<file path="src/rtl/borrow_la_pkg.sv">
// Shared types and sizing helpers for the sequential borrow-lookahead subtractor.
package borrow_la_pkg;

    localparam int SLICE = 4;

    typedef enum logic [1:0] {
        IDLE = 2'd0,
        RUN  = 2'd1,
        DONE = 2'd2
    } state_e;

    // Slice-index register width; at least one bit even for a single-slice build.
    function automatic int idx_w(input int width);
        int n;
        n = width / SLICE;
        return (n <= 1) ? 1 : $clog2(n);
    endfunction

endpackage

</file>
<file path="src/rtl/borrow_la4.sv">
// Combinational 4-bit borrow-lookahead slice: d = a - b - bin, bout = borrow out.
module borrow_la4 (
    input  logic [3:0] a,
    input  logic [3:0] b,
    input  logic       bin,
    output logic [3:0] d,
    output logic       bout
);

    logic [3:0] g, p;
    logic [4:0] bor;

    assign g = ~a & b;
    assign p = ~(a ^ b);

    // Two-level lookahead: every internal borrow depends only on g/p and bin.
    assign bor[0] = bin;
    assign bor[1] = g[0] | (p[0] & bin);
    assign bor[2] = g[1] | (p[1] & g[0]) | (p[1] & p[0] & bin);
    assign bor[3] = g[2] | (p[2] & g[1]) | (p[2] & p[1] & g[0])
                  | (p[2] & p[1] & p[0] & bin);
    assign bor[4] = g[3] | (p[3] & g[2]) | (p[3] & p[2] & g[1])
                  | (p[3] & p[2] & p[1] & g[0]) | (p[3] & p[2] & p[1] & p[0] & bin);

    assign d    = a ^ b ^ bor[3:0];
    assign bout = bor[4];

endmodule

</file>
<file path="src/rtl/borrow_la_sub_seq.sv">
// Multi-cycle A - B - Bin: one 4-bit lookahead slice per clock, LSB first,
// borrow carried between slices in a register. Valid/ready on both sides.
module borrow_la_sub_seq
    import borrow_la_pkg::*;
#(
    parameter int WIDTH = 16
) (
    input  logic             clk,
    input  logic             rst_n,
    input  logic             in_valid,
    output logic             in_ready,
    input  logic [WIDTH-1:0] A,
    input  logic [WIDTH-1:0] B,
    input  logic             Bin,
    output logic             out_valid,
    input  logic             out_ready,
    output logic [WIDTH-1:0] Diff,
    output logic             Bout,
    output logic             Zero
);

    localparam int NSL = WIDTH / SLICE;
    localparam int IW  = idx_w(WIDTH);

    generate
        if ((WIDTH % SLICE) != 0 || WIDTH < SLICE) begin : g_bad_width
            $error("borrow_la_sub_seq: WIDTH must be a multiple of 4 and >= 4");
        end
    endgenerate

    state_e           state_q;
    logic [IW-1:0]    idx_q;
    logic             bor_q;
    logic [WIDTH-1:0] a_q, b_q, diff_q;
    logic             bout_q, zero_q, out_valid_q;

    logic [3:0]       sl_d;
    logic             sl_bout;
    logic [WIDTH-1:0] diff_nxt;
    logic             last;

    borrow_la4 u_slice (
        .a    (a_q[idx_q*SLICE +: SLICE]),
        .b    (b_q[idx_q*SLICE +: SLICE]),
        .bin  (bor_q),
        .d    (sl_d),
        .bout (sl_bout)
    );

    // Full Diff as it will look after this slice lands; Zero is judged on this.
    always_comb begin
        diff_nxt = diff_q;
        diff_nxt[idx_q*SLICE +: SLICE] = sl_d;
    end

    assign last = (idx_q == IW'(NSL - 1));

    always_ff @(posedge clk or negedge rst_n) begin
        if (!rst_n) begin
            state_q     <= IDLE;
            idx_q       <= '0;
            bor_q       <= 1'b0;
            a_q         <= '0;
            b_q         <= '0;
            diff_q      <= '0;
            bout_q      <= 1'b0;
            zero_q      <= 1'b0;
            out_valid_q <= 1'b0;
        end else begin
            case (state_q)
                IDLE: begin
                    if (in_valid) begin
                        a_q     <= A;
                        b_q     <= B;
                        bor_q   <= Bin;
                        idx_q   <= '0;
                        state_q <= RUN;
                    end
                end
                RUN: begin
                    diff_q <= diff_nxt;
                    bor_q  <= sl_bout;
                    idx_q  <= idx_q + 1'b1;
                    if (last) begin
                        bout_q      <= sl_bout;
                        zero_q      <= (diff_nxt == '0);
                        out_valid_q <= 1'b1;
                        state_q     <= DONE;
                    end
                end
                DONE: begin
                    if (out_ready) begin
                        out_valid_q <= 1'b0;
                        state_q     <= IDLE;
                    end
                end
                default: state_q <= IDLE;
            endcase
        end
    end

    assign in_ready  = (state_q == IDLE);
    assign out_valid = out_valid_q;
    assign Diff      = diff_q;
    assign Bout      = bout_q;
    assign Zero      = zero_q;

endmodule

</file>
<file path="config.mk">
export PLATFORM = sky130hd
export DESIGN_NAME = borrow_la_sub_seq
export DESIGN_NICKNAME = d
export VERILOG_FILES = /design/src/rtl/borrow_la_pkg.sv /design/src/rtl/borrow_la4.sv /design/src/rtl/borrow_la_sub_seq.sv
export SDC_FILE = /design/constraint.sdc
export NUM_CORES = 1
export LEC_CHECK = 0
export ABC_AREA = 1
export CAP_MARGIN = 20
export CELL_PAD_IN_SITES_DETAIL_PLACEMENT = 0
export CELL_PAD_IN_SITES_GLOBAL_PLACEMENT = 1
export CORE_MARGIN = 3
export CORE_UTILIZATION = 40
export CTS_BUF_LIST = sky130_fd_sc_hd__clkbuf_4 sky130_fd_sc_hd__clkbuf_8 sky130_fd_sc_hd__clkbuf_16
export DETAILED_ROUTE_END_ITERATION = 10
export GPL_TIMING_DRIVEN = 0
export PLACE_DENSITY = 0.95
export SYNTH_ARGS = -nofsm -noshare
export SYNTH_HDL_FRONTEND = slang
export SYNTH_SLANG_ARGS = --single-unit
</file>
<file path="constraint.sdc">
create_clock -name clk -period 4.4 [get_ports clk]
set_input_delay 0.66 -clock clk [delete_from_list [all_inputs] [get_ports clk]]
set_output_delay 0.66 -clock clk [all_outputs]
set_load 0.01 [all_outputs]
</file>
==> results.txt, run 1 <==
FILL cells = 693
Vias per Instance = 4.80
Initial antenna violation count = 0
Syn avg cell area = 7.52 um^2
H-tree Lvls = 2
GR Overflow Total = 0
Crit path launch = idx_q[0]
Vias in the first global route = 2564
Fraction of layout cells with a size suffix above 1 = 5.49%
DP HPWL = 5.34 mm
Die width = 91.6 um
Crit path capture = Zero
RePlAce Congestion = 0.830
Reg2reg start = idx_q[0]
VDD IR-drop max = 0.289 mV
Final hold violations = 0
Startpoint Class = flop
R2R cell count = 16
Power Density = 796 nW/um^2
Largest net degree at the start of global routing = 32
Maximum clock path buffer count = 2
Rows = 30
Starting density of the core = 42.2%
Final setup viols = 0
Top-level I/O count = 57
Die Y-Extent = 91.6 um
Max FO, Critical Path = 12
Total GRT Usage = 17.8%
CTS root buf = clkbuf_8
Initial DRC count = 121
Die area = 8390 um^2
Placement Setup Slack = 1280 ps
Drt pass-1 iters = 4
Setup Crit Path Kind = flop to flop
Max-slew headroom = 57.7%
DRC Markers = 0
Ant. Diodes = 0
First-pass GRT wire length = 12.1 mm
Tcrit/Tclk final = 74.1%
Maxcap violations = 0
Arrival time of the worst setup path = 3470 ps
Synth Warn # = 0
Worst-margin pin slew = 634 ps
CTS tree = built
Clk sinks = 56
Port bufs = 56
Worst flop-to-flop path endpoint = Zero
DRT Wirelength = 7.15 mm
Crit path time final = 3260 ps
Average wire per cell in the routed design = 13.0 um
Via count = 2646
Setup bufs post-CTS = 0
Count of pins over their slew limit = 0
Leakage = 1.84 nW
Worst Skew = 7.21 ps
Register area share after synthesis = 47.8%
Yosys cell types = 28
WP data required = 4620 ps
Antenna-violating nets left = 0
Worst min path class = input pin to asynchronous set/reset pin
Setup_tns = 0 ps
Worst-Skew Late Latency = 310 ps
Mapped Cells = 390
Syn Nets = 438
Nets@finish = 502
Highest clock rate = 0.307 GHz
Run status = finished, final reports clean
Post-Syn Area = 2930 um^2
R2R Setup Slk = 1140 ps
CTS Buf Count = 5
Clock slew at reported path FFs = 100 ps
Core Util, Final = 53.8%
Synthesized flop and latch total = 56
Synth-to-layout area growth = 27.5%
RSZ-0062 raised after global routing = no
Hold-fix buffers, CTS = 0
CTS resizes = 0
Crit path capture type = flop
Core area = 6940 um^2
Final WS setup = 1140 ps
[synthesized netlist by cell type, drive strengths merged]
cell type	count	area, um^2
or2	1	6.26
fa	1	20.0
nor2	30	123
buf	5	26.3
nand4	7	43.8
clkinv	1	3.75
o21ai	26	130
nand3	8	40.0
nand2	188	728
nand3b	1	7.51
ha	10	125
a21oi	5	25.0
o22ai	4	25.0
a32o	4	40.0
a31oi	6	37.5
inv	27	104
mux2	1	11.3
dfrtp	56	1400
clkbuf	9	33.8
[per-stage QoR]
step,instances,power (mW),area (um^2),hold WS [ps]
after floorplan,390,2.08,2930,364
after global placement,542,2.57,3610,457
after detailed placement,543,2.63,3630,466
after CTS,551,2.99,3740,361
after global routing,551,3.26,3740,373
final,551,2.98,3740,345
[registers in the layout (all words and copies together) (netlist names)]
signal,flops
state_q,2
bor_q,1
Zero,1
a_q,16
b_q,16
Diff,16
Bout,1
out_valid,1
idx_q,2
[worst max-delay path, cell delays in order (launching register included)]
cell and delay [ps]:
dfrtp_1 430, buf_4 190, inv_4 110, clkbuf_1 460
o21ai_0 140, o22ai_1 290, fa_1 500, nor2_1 150
nand2_1 100, o21ai_0 320, nor2_1 90, nand2_1 70
nor2_1 40, nand2_1 60, nor2_1 40, nand3_1 90
nand2_1 50
[cell usage in the layout (no fill, tap or decap), types with 3 or more instances in the layout]
cell | synthesis | routed
inv_1 | 24 | 24
dfrtp_1 | 56 | 56
clkdlybuf4s50_1 | 0 | 55
nand2_2 | 3 | 3
a31oi_1 | 6 | 6
ha_1 | 10 | 10
nand4_1 | 7 | 7
clkbuf_8 | 0 | 5
nor2_1 | 28 | 28
nand2_1 | 183 | 183
a21oi_1 | 5 | 5
a32o_1 | 4 | 4
o21ai_0 | 24 | 24
buf_2 | 3 | 4
clkbuf_1 | 9 | 9
o22ai_1 | 4 | 4
nand3_1 | 8 | 8
[logic make-up (layout without fill, tap and decap cells)]
| logic type | after synthesis | in the layout | synth area share, % |
|---|---|---|---|
| AOI/OAI and AO/OA | 45 | 45 | 8.79 |
| buffers and inverters | 42 | 107 | 5.72 |
| and+or+nand+nor | 235 | 235 | 32.4 |
| adders and majority gates | 11 | 11 | 4.95 |
| muxes | 1 | 1 | 0.384 |
| DFF | 56 | 56 | 47.8 |
[per-layer routing]
metal / vias to the layer above / global-route usage, % / wire (um)
met1: 1232 / 24.3 / 3460
li1: 1356 / - / -
met2: 53 / 28.7 / 3320
met5: - / 0 / 0
met4: 0 / 5.90 / 74
met3: 5 / 3.20 / 287
[worst min path at each step]
stage | endpoint | from | slack [ps]
after floorplan | Bout | rst_n | 360
after global placement | out_valid | out_valid | 460
after detailed placement | b_q[7] | b_q[7] | 470
after CTS | b_q[9] | rst_n | 360
after global routing | b_q[9] | rst_n | 370
final | b_q[9] | rst_n | 350
[area by class of cell]
cell class	instances	area (um^2)	area share, %
flip-flops and latches	56	1400	37.5
multi-input cells	292	1360	36.4
repair buffers	57	576	15.4
well taps	96	120	3.21
inverters	28	108	2.88
clock buffers	5	68.8	1.84
plain buffers	14	60.1	1.61
clock inverters	3	42.5	1.14
[report_power, final]
part	switching [mW]	leakage, nW	internal [mW]
sequential	0.150	0.704	0.740
combinational	1.09	1.09	0.655
clock	0.173	0.0541	0.169
total	1.41	1.84	1.56
Power figures use the tool's default switching activity.
==> run 2: changes to the inputs <==
CORE_UTILIZATION = 37   (was 40)
PLACE_DENSITY = 0.91   (was 0.95)
clock period = 3.23 ns   (was 4.4 ns; I/O delays follow)
==> run 2 against run 1 <==
Setup slack got worse by 830 ps. Power increased by 35%. Maximum frequency increased by 12%. Worst hold slack got worse by 160 ps. Critical path type unchanged. Largest power group unchanged. Highest routed layer unchanged.
==> results.txt, run 2 (synthesis gave the netlist of run 1 again) <==
Via count = 2652 (+0.23%)
Largest net degree at the start of global routing = 31 (-3.1%)
WP data required = 3450 ps (-1170 ps)
Core area = 7490 um^2 (+7.8%)
Worst flop-to-flop path endpoint = Zero
Worst-Skew Late Latency = 310 ps (about the same)
Clock slew at reported path FFs = 100 ps (about the same)
Worst min path class = input pin to asynchronous set/reset pin
Final WS setup = 310 ps (-830 ps)
Worst Skew = 7.63 ps (+0.424 ps)
Setup_tns = 0 ps (unchanged)
Port bufs = 56 (unchanged)
Setup bufs post-CTS = 0 (unchanged)
Antenna-violating nets left = 0 (unchanged)
Fraction of layout cells with a size suffix above 1 = 6.17% (+0.67 points)
Highest clock rate = 0.342 GHz (+12%)
Placement Setup Slack = 105 ps (-1170 ps)
RSZ-0062 raised after global routing = no
Reg2reg start = idx_q[1]
Final setup viols = 0 (unchanged)
DRC Markers = 0 (unchanged)
Power Density = 1080 nW/um^2 (+35%)
Final hold violations = 0 (unchanged)
Crit path time final = 2920 ps (-340 ps)
Startpoint Class = flop
Die Y-Extent = 95.0 um (+3.7%)
Average wire per cell in the routed design = 12.9 um (-0.46%)
Crit path launch = idx_q[1]
Clk sinks = 56 (unchanged)
Starting density of the core = 39.2% (-3.1 points)
Max FO, Critical Path = 12 (unchanged)
Arrival time of the worst setup path = 3140 ps (-330 ps)
Commonest non-fill, non-tap cell in the layout = nand2_1
Rows = 31 (+3.3%)
CTS tree = built
Tcrit/Tclk final = 90.4% (+16 points)
Cell area after layout = 3740 um^2 (+0.10%)
VDD IR-drop max = 0.437 mV (+51%)
Run status = finished, final reports clean
Synth-to-layout area growth = 27.7%
GR Overflow Total = 0 (unchanged)
Max-slew headroom = 57.7% (about the same)
Ant. Diodes = 0 (unchanged)
DRT Wirelength = 7.14 mm (about the same)
CP bufs+invs = 2 (-1)
Cells along the critical path = inv_1 > clkbuf_2 > o21ai_0 > o22ai_1 > fa_1 > nor2_1 > nand2_1 > o21ai_0 > nor2_1 > nand2_1 > nor2_1 > nand2_1 > nor2_1 > nand3_1 > nand2_1
Leakage = 1.85 nW (+0.40%)
Vias per Instance = 4.80 (-0.14%)
Vias in the first global route = 2638 (+2.9%)
First-pass GRT wire length = 12.1 mm (-0.12%)
CTS resizes = 0 (unchanged)
Post-DP Area = 3630 um^2 (+0.10%)
Top-level I/O count = 57 (unchanged)
Initial DRC count = 149 (+23%)
Slowest-stage cell, CP = dfrtp_1
Maxcap violations = 0 (unchanged)
Commonest non-fill, non-tap cells in the layout = nand2_1, dfrtp_1, clkdlybuf4s50_1
R2R Setup Slk = 310 ps (-830 ps)
DP HPWL = 5.39 mm (+1.0%)
Total GRT Usage = 17.3% (-0.54 points)
H-tree Lvls = 2 (unchanged)
RePlAce Congestion = 0.852 (+2.6%)
R2R cell count = 15 (-1)
Setup Crit Path Kind = flop to flop
Initial antenna violation count = 0 (unchanged)
Count of pins over their slew limit = 0 (unchanged)
CTS Buf Count = 5 (unchanged)
Worst path max stage delay = 510 ps (about the same)
Drt pass-1 iters = 4 (unchanged)
Hold-fix buffers, CTS = 0 (unchanged)
Worst-margin pin slew = 634 ps (+0.309 ps)
Die width = 95.0 um (+3.7%)
FILL cells = 762 (+10%)
Maximum clock path buffer count = 2 (unchanged)
Crit path capture type = flop
Die area = 9030 um^2 (+7.6%)
CTS root buf = clkbuf_8
CP top delay family = simple AND/OR/NAND/NOR gates
Nets@finish = 501 (-0.20%)
-- run 2: power by group --
part | total [mW] | switching (mW) | internal, mW
sequential | 1.21 | 0.206 | 1.01
combinational | 2.34 | 1.45 | 0.893
clock | 0.467 | 0.237 | 0.230
total | 4.02 | 1.89 | 2.13
-- run 2: worst max path at each step --
stage | end | slack, ps | cells after the start
2_1_floorplan | Zero | 660 | 16
3_3_place_gp | b_q[1] | -50 | 1
3_5_place_dp | Zero | 100 | 16
4_1_cts | Zero | 50 | 16
5_1_grt | Zero | 50 | 15
6_report | Zero | 310 | 15
-- run 2: through the flow --
| stage | power (mW) | instances | util [%] | hold slack [ps] |
|---|---|---|---|---|
| after CTS | 4.05 | 554 | 50.0 | 201 |
| after detailed placement | 3.57 | 546 | 48.5 | 461 |
| final | 4.02 | 553 | 50.0 | 181 |
| after floorplan | 2.83 | 390 | - | 189 |
| after global routing | 4.45 | 553 | 50.0 | 221 |
| after global placement | 3.51 | 545 | 48.3 | 455 |
-- run 2: layout make-up --
class / count / area [um^2] / share of cell area (%)
buffer: 13 / 60.1 / 1.60
clock buffer: 5 / 68.8 / 1.84
clock inverter: 3 / 42.5 / 1.14
inverter: 28 / 108 / 2.88
multi-input combinational: 292 / 1360 / 36.4
sequential: 56 / 1400 / 37.4
tap: 99 / 124 / 3.31
timing repair buffer: 57 / 576 / 15.4
-- run 2: metal layers --
layer / vias to the layer above / global-route usage [%] / wire [um]
met2: 60 / 28.8 / 3400
li1: 1359 / - / -
met5: - / 0 / 0
met4: 0 / 5.29 / 87
met1: 1225 / 23.2 / 3340
met3: 8 / 2.68 / 321
==> run 3: changes to the inputs <==
CORE_UTILIZATION = 34   (was 37)
PLACE_DENSITY = 0.88   (was 0.91)
clock period = 2.5 ns   (was 3.23 ns; I/O delays follow)
==> run 3 against run 2 <==
Register-to-register slack got worse by 270 ps. Design area rose by 4.6%. Global-route usage fell by 1.7 points. First-iteration DRC count fell by 20%. Non-clock buffer count rose by 12. Worst hold slack improved by 300 ps. Power rose by 38%. Final cell count rose by 3.3%. Critical endpoint unchanged. Largest power group unchanged.
==> results.txt, run 3 (synthesis gave the netlist of run 1 again) <==
Final WS setup = 36.4 ps (-274 ps)
WP data required = 2750 ps (-700 ps)
Maxcap violations = 0 (unchanged)
H-tree Lvls = 2 (unchanged)
Worst-margin pin slew = 488 ps (-146 ps)
Fraction of layout cells with a size suffix above 1 = 11.8% (+5.6 points)
Rows = 33 (+6.5%)
Initial antenna violation count = 0 (unchanged)
Placed insts = 552 (+1.1%)
Ant. Diodes = 0 (unchanged)
RePlAce Congestion = 0.890 (+4.4%)
Non-filler cells, final = 571 (+3.3%)
Leakage = 1.93 nW (+4.3%)
Count of pins over their slew limit = 0 (unchanged)
CTS root buf = clkbuf_8
VDD IR-drop max = 0.575 mV (+31%)
Final setup viols = 0 (unchanged)
Top-level I/O count = 57 (unchanged)
Largest net degree at the start of global routing = 42 (+35%)
Vias per Instance = 4.78 (-0.41%)
Setup_tns = 0 ps (unchanged)
Worst min path class = flop to flop
Drt pass-1 iters = 4 (unchanged)
Die Y-Extent = 98.9 um (+4.0%)
CP most frequent cell = nand2_1
DRC Markers = 0 (unchanged)
Reg2reg start = idx_q[0]
Synth-to-layout area growth = 33.6%
CTS Buf Count = 5 (unchanged)
Worst Skew = 10.9 ps (+3.26 ps)
Core area = 8300 um^2 (+11%)
Maximum clock path buffer count = 2 (unchanged)
DRT Wirelength = 7.38 mm (+3.4%)
CTS tree = built
Worst path max stage delay = 570 ps (+60 ps)
Via count = 2727 (+2.8%)
Die area = 9770 um^2 (+8.3%)
Max FO, Critical Path = 5 (-7)
GR Overflow Total = 0 (unchanged)
Power Density = 1410 nW/um^2 (+31%)
R2R Setup Slk = 40 ps (-270 ps)
Port bufs = 56 (unchanged)
Crit path capture type = flop
Placement Setup Slack = -556 ps (-661 ps)
Starting density of the core = 35.3% (-3.8 points)
Vias in the first global route = 2691 (+2.0%)
Startpoint Class = flop
Slowest-stage cell, CP = fa_1
Initial DRC count = 119 (-20%)
Die width = 98.9 um (+4.0%)
Tcrit/Tclk final = 98.5% (+8.1 points)
Commonest non-fill, non-tap cells in the layout = nand2_1, dfrtp_1, clkdlybuf4s50_1
Cells along the critical path = buf_6 > inv_8 > clkbuf_16 > nand2_2 > a32o_2 > fa_1 > buf_4 > inv_2 > nand2_2 > nand2_1 > nor2_1 > nand2_1 > nor2_1 > nand2_1 > nor2_1 > nand3_1 > nand2_1
Run status = finished, final reports clean
Worst-Skew Late Latency = 310 ps (about the same)
Final hold violations = 0 (unchanged)
Highest clock rate = 0.406 GHz (+19%)
Crit path launch = idx_q[0]
Arrival time of the worst setup path = 2710 ps (-430 ps)
HP Start = out_valid
Max-slew headroom = 67.5% (+9.8 points)
FILL cells = 849 (+11%)
First-pass GRT wire length = 12.7 mm (+4.6%)
Clk sinks = 56 (unchanged)
Crit path time final = 2460 ps (-456 ps)
DP HPWL = 5.50 mm (+1.9%)
Commonest non-fill, non-tap cell in the layout = nand2_1
Nets@finish = 513 (+2.4%)
Antenna-violating nets left = 0 (unchanged)
RSZ-0062 raised after global routing = yes
Setup Crit Path Kind = flop to flop
Clock slew at reported path FFs = 100 ps (about the same)
Average wire per cell in the routed design = 12.9 um (+0.14%)
Total GRT Usage = 15.6% (-1.7 points)
-- run 3: cell count changes in the layout (fill, tap and decap cells not counted), moves of 3 or more --
cell | before | now
o21ai_2 | 0 | 4
buf_4 | 1 | 9
nand2_1 | 183 | 179
o21ai_0 | 23 | 17
nand2_2 | 3 | 7
clkbuf_2 | 3 | 0
-- run 3: power by group --
group	leakage, nW	switching (mW)	total (mW)	internal (mW)
combinational	1.18	2.02	3.46	1.44
clock	0.0448	0.300	0.511	0.211
sequential	0.703	0.255	1.56	1.30
-- run 3: cell type report --
cell class | count | area, um^2 | share of cell area [%]
clock buffers | 6 | 76.3 | 1.95
inverters | 28 | 113 | 2.88
plain buffers | 14 | 110 | 2.81
clock inverters | 2 | 16.3 | 0.415
repair buffers | 68 | 664 | 17.0
flip-flops and latches | 56 | 1400 | 35.8
well taps | 105 | 131 | 3.35
multi-input cells | 292 | 1400 | 35.8
-- run 3: critical path, delay by kind of cell (launching register included) --
kind                     cells  cell delay, ps
adder cells (fa/ha/maj)      1             570
flip-flops                   1             400
buffers and inverters        5             490
AO/OA/AOI/OAI                1             260
AND/OR/NAND/NOR             10             710
-- run 3: final timing paths --
check	end	cells after the start
worst max-delay path	Zero	17
worst min-delay path	out_valid	2
worst max register to register	Zero	17
worst min register to register	out_valid	2
max in group asynchronous	idx_q[1]	3
min in group asynchronous	a_q[3]	2
-- run 3: metal layers --
layer	vias to the layer above	GRT usage, %	wire length [um]
li1	1385	-	-
met1	1273	21.4	3450
met2	64	26.7	3610
met3	5	2.41	293
met4	0	2.21	32
met5	-	0	0
-- run 3: what timing repair did --
action | CTS | global route
hold buffers | 1 | 0
resized for setup | 21 | 17
endpoints found under the setup margin | 17 | 2
buffers inserted | 6 | 3
gates cloned | 0 | 1
pin swaps | 6 | 16
endpoints found under the hold margin | 15 | 0
-- run 3: per-stage QoR --
stage / utilization (%) / area [um^2] / power, mW / hold WS (ps)
finish: 47.2 / 3920 / 5.53 / 480
floorplan: - / 2930 / 3.66 / 79.4
global route: 47.2 / 3920 / 6.11 / 514
detailed placement: 43.9 / 3640 / 4.62 / 324
CTS: 46.4 / 3850 / 5.33 / 487
global placement: 43.7 / 3620 / 4.54 / 458
